`src/rtl/fp_clk_divider_pkg.sv`:
```
// Shared constants and half-period calculation for the fractional clock divider.
// The accumulator is 24.16 fixed point: 24 integer bits and 16 fraction bits.
package fp_clk_divider_pkg;

  localparam int unsigned ACC_INT_BITS  = 24;
  localparam int unsigned ACC_FRAC_BITS = 16;
  localparam int unsigned ACC_W         = ACC_INT_BITS + ACC_FRAC_BITS;

  typedef logic [ACC_W-1:0] acc_t;

  // One clk_in cycle expressed in 24.16.
  localparam acc_t ACC_STEP = acc_t'(64'd1 << ACC_FRAC_BITS);

  // Untruncated half period in 24.16; lets callers detect integer-part overflow.
  function automatic longint unsigned calc_half_period_raw(
    input longint unsigned in_hz,
    input longint unsigned out_hz,
    input bit              use_frac
  );
    longint unsigned den;
    den = out_hz << 1;
    if (den == 64'd0) return 64'd0;
    if (use_frac) return ((in_hz << ACC_FRAC_BITS) + out_hz) / den;
    return ((in_hz + out_hz) / den) << ACC_FRAC_BITS;
  endfunction

  function automatic acc_t calc_half_period(
    input longint unsigned in_hz,
    input longint unsigned out_hz,
    input bit              use_frac
  );
    return ACC_W'(calc_half_period_raw(in_hz, out_hz, use_frac));
  endfunction

endpackage

```
`src/rtl/fp_clk_divider.sv`:
```
// Fractional clock synthesizer: 50:50 clk_out plus single-cycle edge strobes.
// Define FP_CLK_DIVIDER_REPORT_EN to print an elaboration-time accuracy report.
module fp_clk_divider
  import fp_clk_divider_pkg::*;
#(
  parameter int unsigned USE_FLOATING_DIVIDE = 1,
  parameter int unsigned INPUT_CLK_HZ        = 100000000,
  parameter int unsigned OUTPUT_CLK_HZ       = 3579545
) (
  input  logic clk_in,
  input  logic rst_in,
  output logic clk_out,
  output logic clk_p0,
  output logic clk_p180
);

  localparam longint unsigned HALF_RAW =
    calc_half_period_raw(64'(INPUT_CLK_HZ), 64'(OUTPUT_CLK_HZ), USE_FLOATING_DIVIDE != 0);
  localparam acc_t HALF =
    calc_half_period(64'(INPUT_CLK_HZ), 64'(OUTPUT_CLK_HZ), USE_FLOATING_DIVIDE != 0);

  if (HALF_RAW < (64'd2 << ACC_FRAC_BITS)) begin : g_half_too_short
    $error("fp_clk_divider: half period below 2 cycles (INPUT_CLK_HZ=%0d, OUTPUT_CLK_HZ=%0d)",
           INPUT_CLK_HZ, OUTPUT_CLK_HZ);
  end

  if ((HALF_RAW >> ACC_FRAC_BITS) >= (64'd1 << ACC_INT_BITS)) begin : g_half_too_long
    $error("fp_clk_divider: half period exceeds 24-bit integer range (INPUT_CLK_HZ=%0d, OUTPUT_CLK_HZ=%0d)",
           INPUT_CLK_HZ, OUTPUT_CLK_HZ);
  end

`ifdef FP_CLK_DIVIDER_REPORT_EN
  localparam longint unsigned OUT_SAFE  = (OUTPUT_CLK_HZ == 0) ? 64'd1 : 64'(OUTPUT_CLK_HZ);
  localparam longint unsigned IN_SAFE   = (INPUT_CLK_HZ == 0) ? 64'd1 : 64'(INPUT_CLK_HZ);
  localparam longint unsigned HALF_SAFE = (HALF == '0) ? 64'd1 : 64'(HALF);
  // Achieved frequency in hundredths of a hertz.
  localparam longint unsigned ACH_CHZ   = ((64'(INPUT_CLK_HZ) * 64'd100) << ACC_FRAC_BITS) / (HALF_SAFE << 1);
  localparam longint          DIFF_CHZ  = longint'(ACH_CHZ) - longint'(OUT_SAFE * 64'd100);
  localparam longint          PPB       = (DIFF_CHZ * 64'sd10000000) / longint'(OUT_SAFE);
  localparam longint unsigned PPB_ABS   = (PPB < 0) ? 64'(-PPB) : 64'(PPB);
  localparam longint unsigned JITTER_NS =
    (HALF[ACC_FRAC_BITS-1:0] != '0) ? (64'd1000000000 / IN_SAFE) : 64'd0;

  if (1) begin : g_report
    $info("fp_clk_divider: H=%0d.%05d (0x%010h in 24.16), f_out=%0d.%02d Hz, error %s%0d.%03d ppm, jitter %0d ns",
          HALF[ACC_W-1:ACC_FRAC_BITS], (64'(HALF[ACC_FRAC_BITS-1:0]) * 64'd100000) >> ACC_FRAC_BITS,
          HALF, ACH_CHZ / 64'd100, ACH_CHZ % 64'd100,
          (PPB < 0) ? "-" : "+", PPB_ABS / 64'd1000, PPB_ABS % 64'd1000, JITTER_NS);
  end
`endif

  acc_t             acc;
  logic [ACC_W:0]   acc_sum;
  acc_t             acc_wrap;
  logic             wrap;

  // acc stays below HALF, so the wrapped remainder always fits in ACC_W bits.
  always_comb begin
    acc_sum  = {1'b0, acc} + {1'b0, ACC_STEP};
    acc_wrap = ACC_W'(acc_sum - {1'b0, HALF});
    wrap     = (acc_sum >= {1'b0, HALF});
  end

  always_ff @(posedge clk_in) begin
    if (rst_in) begin
      acc      <= '0;
      clk_out  <= 1'b0;
      clk_p0   <= 1'b0;
      clk_p180 <= 1'b0;
    end else if (wrap) begin
      acc      <= acc_wrap;
      clk_out  <= ~clk_out;
      clk_p0   <= ~clk_out;
      clk_p180 <= clk_out;
    end else begin
      acc      <= ACC_W'(acc_sum);
      clk_p0   <= 1'b0;
      clk_p180 <= 1'b0;
    end
  end

endmodule

```
`config.mk`:
```
export PLATFORM = sky130hd
export DESIGN_NAME = fp_clk_divider
export DESIGN_NICKNAME = d
export VERILOG_FILES = /design/src/rtl/fp_clk_divider_pkg.sv /design/src/rtl/fp_clk_divider.sv
export SDC_FILE = /design/constraint.sdc
export NUM_CORES = 1
export LEC_CHECK = 0
export BUFFER_PORTS_ARGS = -buffer_cell sky130_fd_sc_hd__clkbuf_2
export CAP_MARGIN = 20
export CORE_ASPECT_RATIO = 1.25
export CORE_MARGIN = 4
export CORE_UTILIZATION = 63
export CTS_CLUSTER_DIAMETER = 80
export CTS_CLUSTER_SIZE = 25
export DETAILED_ROUTE_END_ITERATION = 8
export GPL_TIMING_DRIVEN = 0
export HOLD_SLACK_MARGIN = 0.1
export PLACE_DENSITY = 0.89
export SYNTH_ARGS = -nofsm -noshare
export SYNTH_HDL_FRONTEND = slang
export SYNTH_SLANG_ARGS = --single-unit
```
`constraint.sdc`:
```
create_clock -name clk_in -period 3.5 [get_ports clk_in]
set_input_delay 0.525 -clock clk_in [delete_from_list [all_inputs] [get_ports clk_in]]
set_output_delay 0.525 -clock clk_in [all_outputs]
set_load 0.005 [all_outputs]
```
# == Yosys cells after proc, flatten, opt, wreduce, memory -nomap -nowiden ==
# Cells that the tools add are included.
# classes
n_addsub,2
n_lt_le_gt_ge,1
muxes,1
bitwise_logic,2
n_reduce_logical,1
# ops
op,count
adder 40 x 17 -> 41 bit (second input constant),1
greater-or-equal comparator 41 x 20 -> 1 bit (second input constant),1
two-way mux 40 bit,1
subtractor 40 x 20 -> 40 bit (second input constant),1
NOT 1 bit,2
OR reduction 2 bit,1
# totals
ff_bits,43
in_bits,2
output_inout_bits,3
elab_cells,11

# == Longest topological paths before layout ==
# depth
ltp_word,4
mapped_depth,11
ltp_nobuf,9

# == Worst setup path after synthesis ==
# No wires, ideal clock.
# synth_timing
path_kind,reg2reg
start,register acc[16]
end,register acc[27]
setup_ns,0.121
arrival_time_ns,2.860
required_time_ns,3.379
slack_ns,0.519
path_stages_with_launch,11
path_buffers,1
synth_period_minus_slack_ns,2.981
path_cell_list,dfxtp_1 -> ha_1 -> and3_4 -> buf_6 -> mux2i_1 -> a22oi_1 -> or3_1 -> nor3_2 -> a21oi_1 -> a31oi_1 -> mux2_2
# synth_between
elab_chain_cells,3
word_cells_on_any_way,4
cone_classes,add/sub (2); order compare (1); mux (1)
# synth_rtl
element,line,text
from (decl),fp_clk_divider.sv:52,acc_t acc;
from (signal assigned),fp_clk_divider.sv:71,acc <= acc_wrap;
from (signal assigned),fp_clk_divider.sv:76,acc <= ACC_W'(acc_sum);
adder 40 x 17 -> 41 bit *,fp_clk_divider.sv:59,"acc_sum = {1'b0, acc} + {1'b0, ACC_STEP};"
subtractor 40 x 20 -> 40 bit / greater-or-equal comparator 41 x 20 -> 1 bit (equally long branches),"fp_clk_divider.sv:60, fp_clk_divider.sv:61",
two-way mux 40 bit *,fp_clk_divider.sv:70,end else if (wrap) begin
# Every way passes the cells marked *; elsewhere a longest branch is shown, timed or not.
# A chain may end at the register's enable or synchronous reset.

# == Worst setup path after layout ==
# layout_timing
start,register acc[17]
end,register acc[26]
# Same word-level chain as after synthesis.

==> summary.md <==
| Metric | Value |
|---|---|
| Leak Pwr | 1.09 nW |
| Crit end category | flop |
| Most frequent cells in the layout | nor2_1, xnor2_1, dfxtp_1 |
| CP Launch Type | flop |
| Placed Area | between 2000 and 3000 µm² |
| Initial DRC Count | about 180 |
| First-pass GRT wire length | 11.3 mm |
| Die area | roughly 5500 µm² |
| Overall power | around 2.2 mW |
| Max-slew violations | 0 |
| Post-synthesis sequential area ratio | between 20% and 30% |
| Switching part of the total | around 41% |
| Synth cell types | 62 |
| CORE AREA | between 4000 and 5000 µm² |
| Mapped cell area | between 2000 and 3000 µm² |
| Max_slew headroom | 46.4% |
| # nets final | 343 |
| Port bufs | 4 |
| Die width | 66.9 µm |
| Inserted Diodes | 0 |
| Crit-path max FO | 10 |
| Sw Pwr | 0.899 mW |
| Clock Path Buffers | 2 |
| Max Cap Viol | 0 |
| Most common cell after layout, fill and taps aside | nor2_1 |
| Ys Warns | 0 |
| Post-synth top area share | between 20 and 30% |
| Status | completed |
| Ranking of synthesized cells by area | dfxtp_1, xnor2_1, nor2_1, a21oi_1, xor2_1 |
| Detail Route Antenna Nets | 0 |
| Layout cells sized above 1 | between 10% and 20% |
| Internal power | around 1.3 mW |
| Setup CP Type | reg2reg |
| Fin crit share | a little over nine tenths |
| Power per cell area | ~720 nW/µm² |
| Layout Cells excl Fill | a little under 400 |
| Post-route minimum period | around 3.4 ns |
| Rows | 26 |
| Final WL | approximately 6.8 mm |
| Flop pwr share | a little under a third |
| Clock transition at path regs | 0.07 ns |
| Initial antenna violation count | 0 |
| Fin area | between 3000 and 4000 µm² |
| Tightest Pin Transition | approximately 0.80 ns |
| Gr usage total | between 20 and 30% |
| Peak VDD IR | ~500 µV |
| Synth area leader | dfxtp_1 |
| Hold_ws | 0.496 ns |
| Clock Latency Late Sink | 0.29 ns |
| Largest net degree at the start of global routing | 12 |
| Hold Fails Final Rpt | 0 |
| Combinational share of power | between 50% and 60% |
| Mapped Nets | between 300 and 400 |
| Detailed-route via count | ~2500 |
| Vias per inst | 6.34 |
| DRC violation count after routing | 0 |
| Vias in the first global route | approximately 2500 |
| Total CTS buffers | 5 |
| Starting density of the core | about two thirds |
| Post-synth EDFFs | 0 |
| Final setup fails | 0 |
| Root buffer cell | clkbuf_8 |
| Hold Crit Class | reg2reg |
| Global placement routability congestion | 0.920 |
| CTS sink cnt | 38 |
| Most used DFF post-synth | dfxtp_1 |
| Area grow syn2layout | 10.6% |
| Post-synth ARST share | 0% |
| Synth Register Bits | 38 |
| Syn Inst Count | 320 |
| Wire length per cell | around 17 µm |
| DP HPWL | around 4.5 mm |
| Die Y | around 82 µm |
| I/O Pins | 5 |
| Worst Skew | 0.00607 ns |
| Hold_buf cts | 0 |
| CTS tree | built |
| CP Data Arrival Time | 3.62 ns |
| Worst path required time | about 3.7 ns |
| Avg Cell Area, Syn | about 8.5 µm² |
| Remaining Overflow, GRT | 0 |
| Maximum clock rate | 0.290 GHz |
| Dpl cells | 380 |
| Initial DRT Pass Iterations | 4 |
| Clk pwr share | 17.9% |
| H-tree Lvls | 2 |
worst max-delay path, stage by stage (launching register included):
cell	delay, ns
dfxtp_1	0.50
ha_2	0.32
and3_4	0.21
buf_6	0.12
mux2i_1	0.27
a22oi_1	0.24
or3_1	0.55
nor4_4	0.25
buf_4	0.19
buf_2	0.21
a21oi_1	0.11
xnor2_1	0.25
nor2_1	0.09
path summary, 6_finish.rpt:
kind / from / end / slack (ns) / cells after the start
worst max register to register: acc[17] / acc[26] / 0.06 / 12
worst min-delay path: clk_out / clk_p0 / 0.50 / 1
worst max-delay path: acc[17] / acc[26] / 0.06 / 12
worst min register to register: clk_out / clk_p0 / 0.50 / 1
per-stage QoR:
stage	util (%)	setup slack, ns	setup TNS, ns
after detailed placement	68.2	-0.0669	-0.174
final	73.0	0.0553	0
after global routing	73.0	-0.0624	-0.152
after CTS	72.0	0.000334	0
after floorplan	-	0.519	0
after global placement	68.2	-0.0699	-0.0954
registers in the layout, indices dropped and copies added (netlist names):
name      flops
acc          35
clk_out       1
clk_p0        1
clk_p180      1
synthesized netlist by cell type, types with 3 or more instances:
cell type	count
buf_6	3
ha_1	3
o21ai_0	4
buf_2	3
mux2i_1	5
and3_1	8
nor3b_1	5
nor4_1	3
xor2_1	10
a211oi_1	10
or3_1	3
a31oi_1	6
nor4_2	3
nor3_1	8
clkbuf_8	6
xnor2_1	38
nand3_1	16
clkbuf_1	4
nor2_1	44
nand2_1	18
a21oi_1	19
dfxtp_1	38
nand4_1	6
a211o_1	3
inv_1	3
per-layer routing:
metal	part of all wire [%]	vias to the layer above	global-route usage [%]	wire [µm]
met2	50	87	46.8	3380
met1	40	1195	30.1	2700
met3	5.9	26	5.20	397
met5	0	-	0	0
li1	-	1191	-	-
met4	4.2	0	16.6	287
timing repair:
action                                  4_1_cts  5_1_grt
setup buffers                                 3        4
endpoints found under the setup margin       21       32
resized for setup                             3        4
pin swaps                                     1        3
layout make-up:
| cell class | instances | area (µm²) |
|---|---|---|
| clock inverter | 1 | 30.0 |
| timing repair buffer | 11 | 72.6 |
| tap | 56 | 70.1 |
| clock buffer | 6 | 82.6 |
| fill | 297 | 1110 |
| sequential | 38 | 762 |
| multi-input combinational | 261 | 1830 |
| inverter | 3 | 11.3 |
| buffer | 18 | 160 |
kinds of logic (layout without fill, tap and decap cells):
logic type / count (synthesis) / after routing / synth area share [%]
compound gates: 61 / 61 / 16.1
xor+xnor: 48 / 48 / 15.4
fa+ha+maj: 3 / 3 / 1.38
buf+inv: 21 / 39 / 6.28
flops: 38 / 38 / 27.9
mux: 6 / 6 / 2.25
simple gates: 143 / 143 / 30.6
power groups by stage:
stage                     logic [mW]  clock network [mW]  registers (mW)
after floorplan                0.847                   0           0.652
final                           1.12               0.390           0.675
after global routing            1.22               0.407           0.691
after CTS                       1.07               0.390           0.671
after global placement         0.989                   0           0.671
after detailed placement        1.02                   0           0.677
Note: power is estimated with default switching activity, not from simulation.
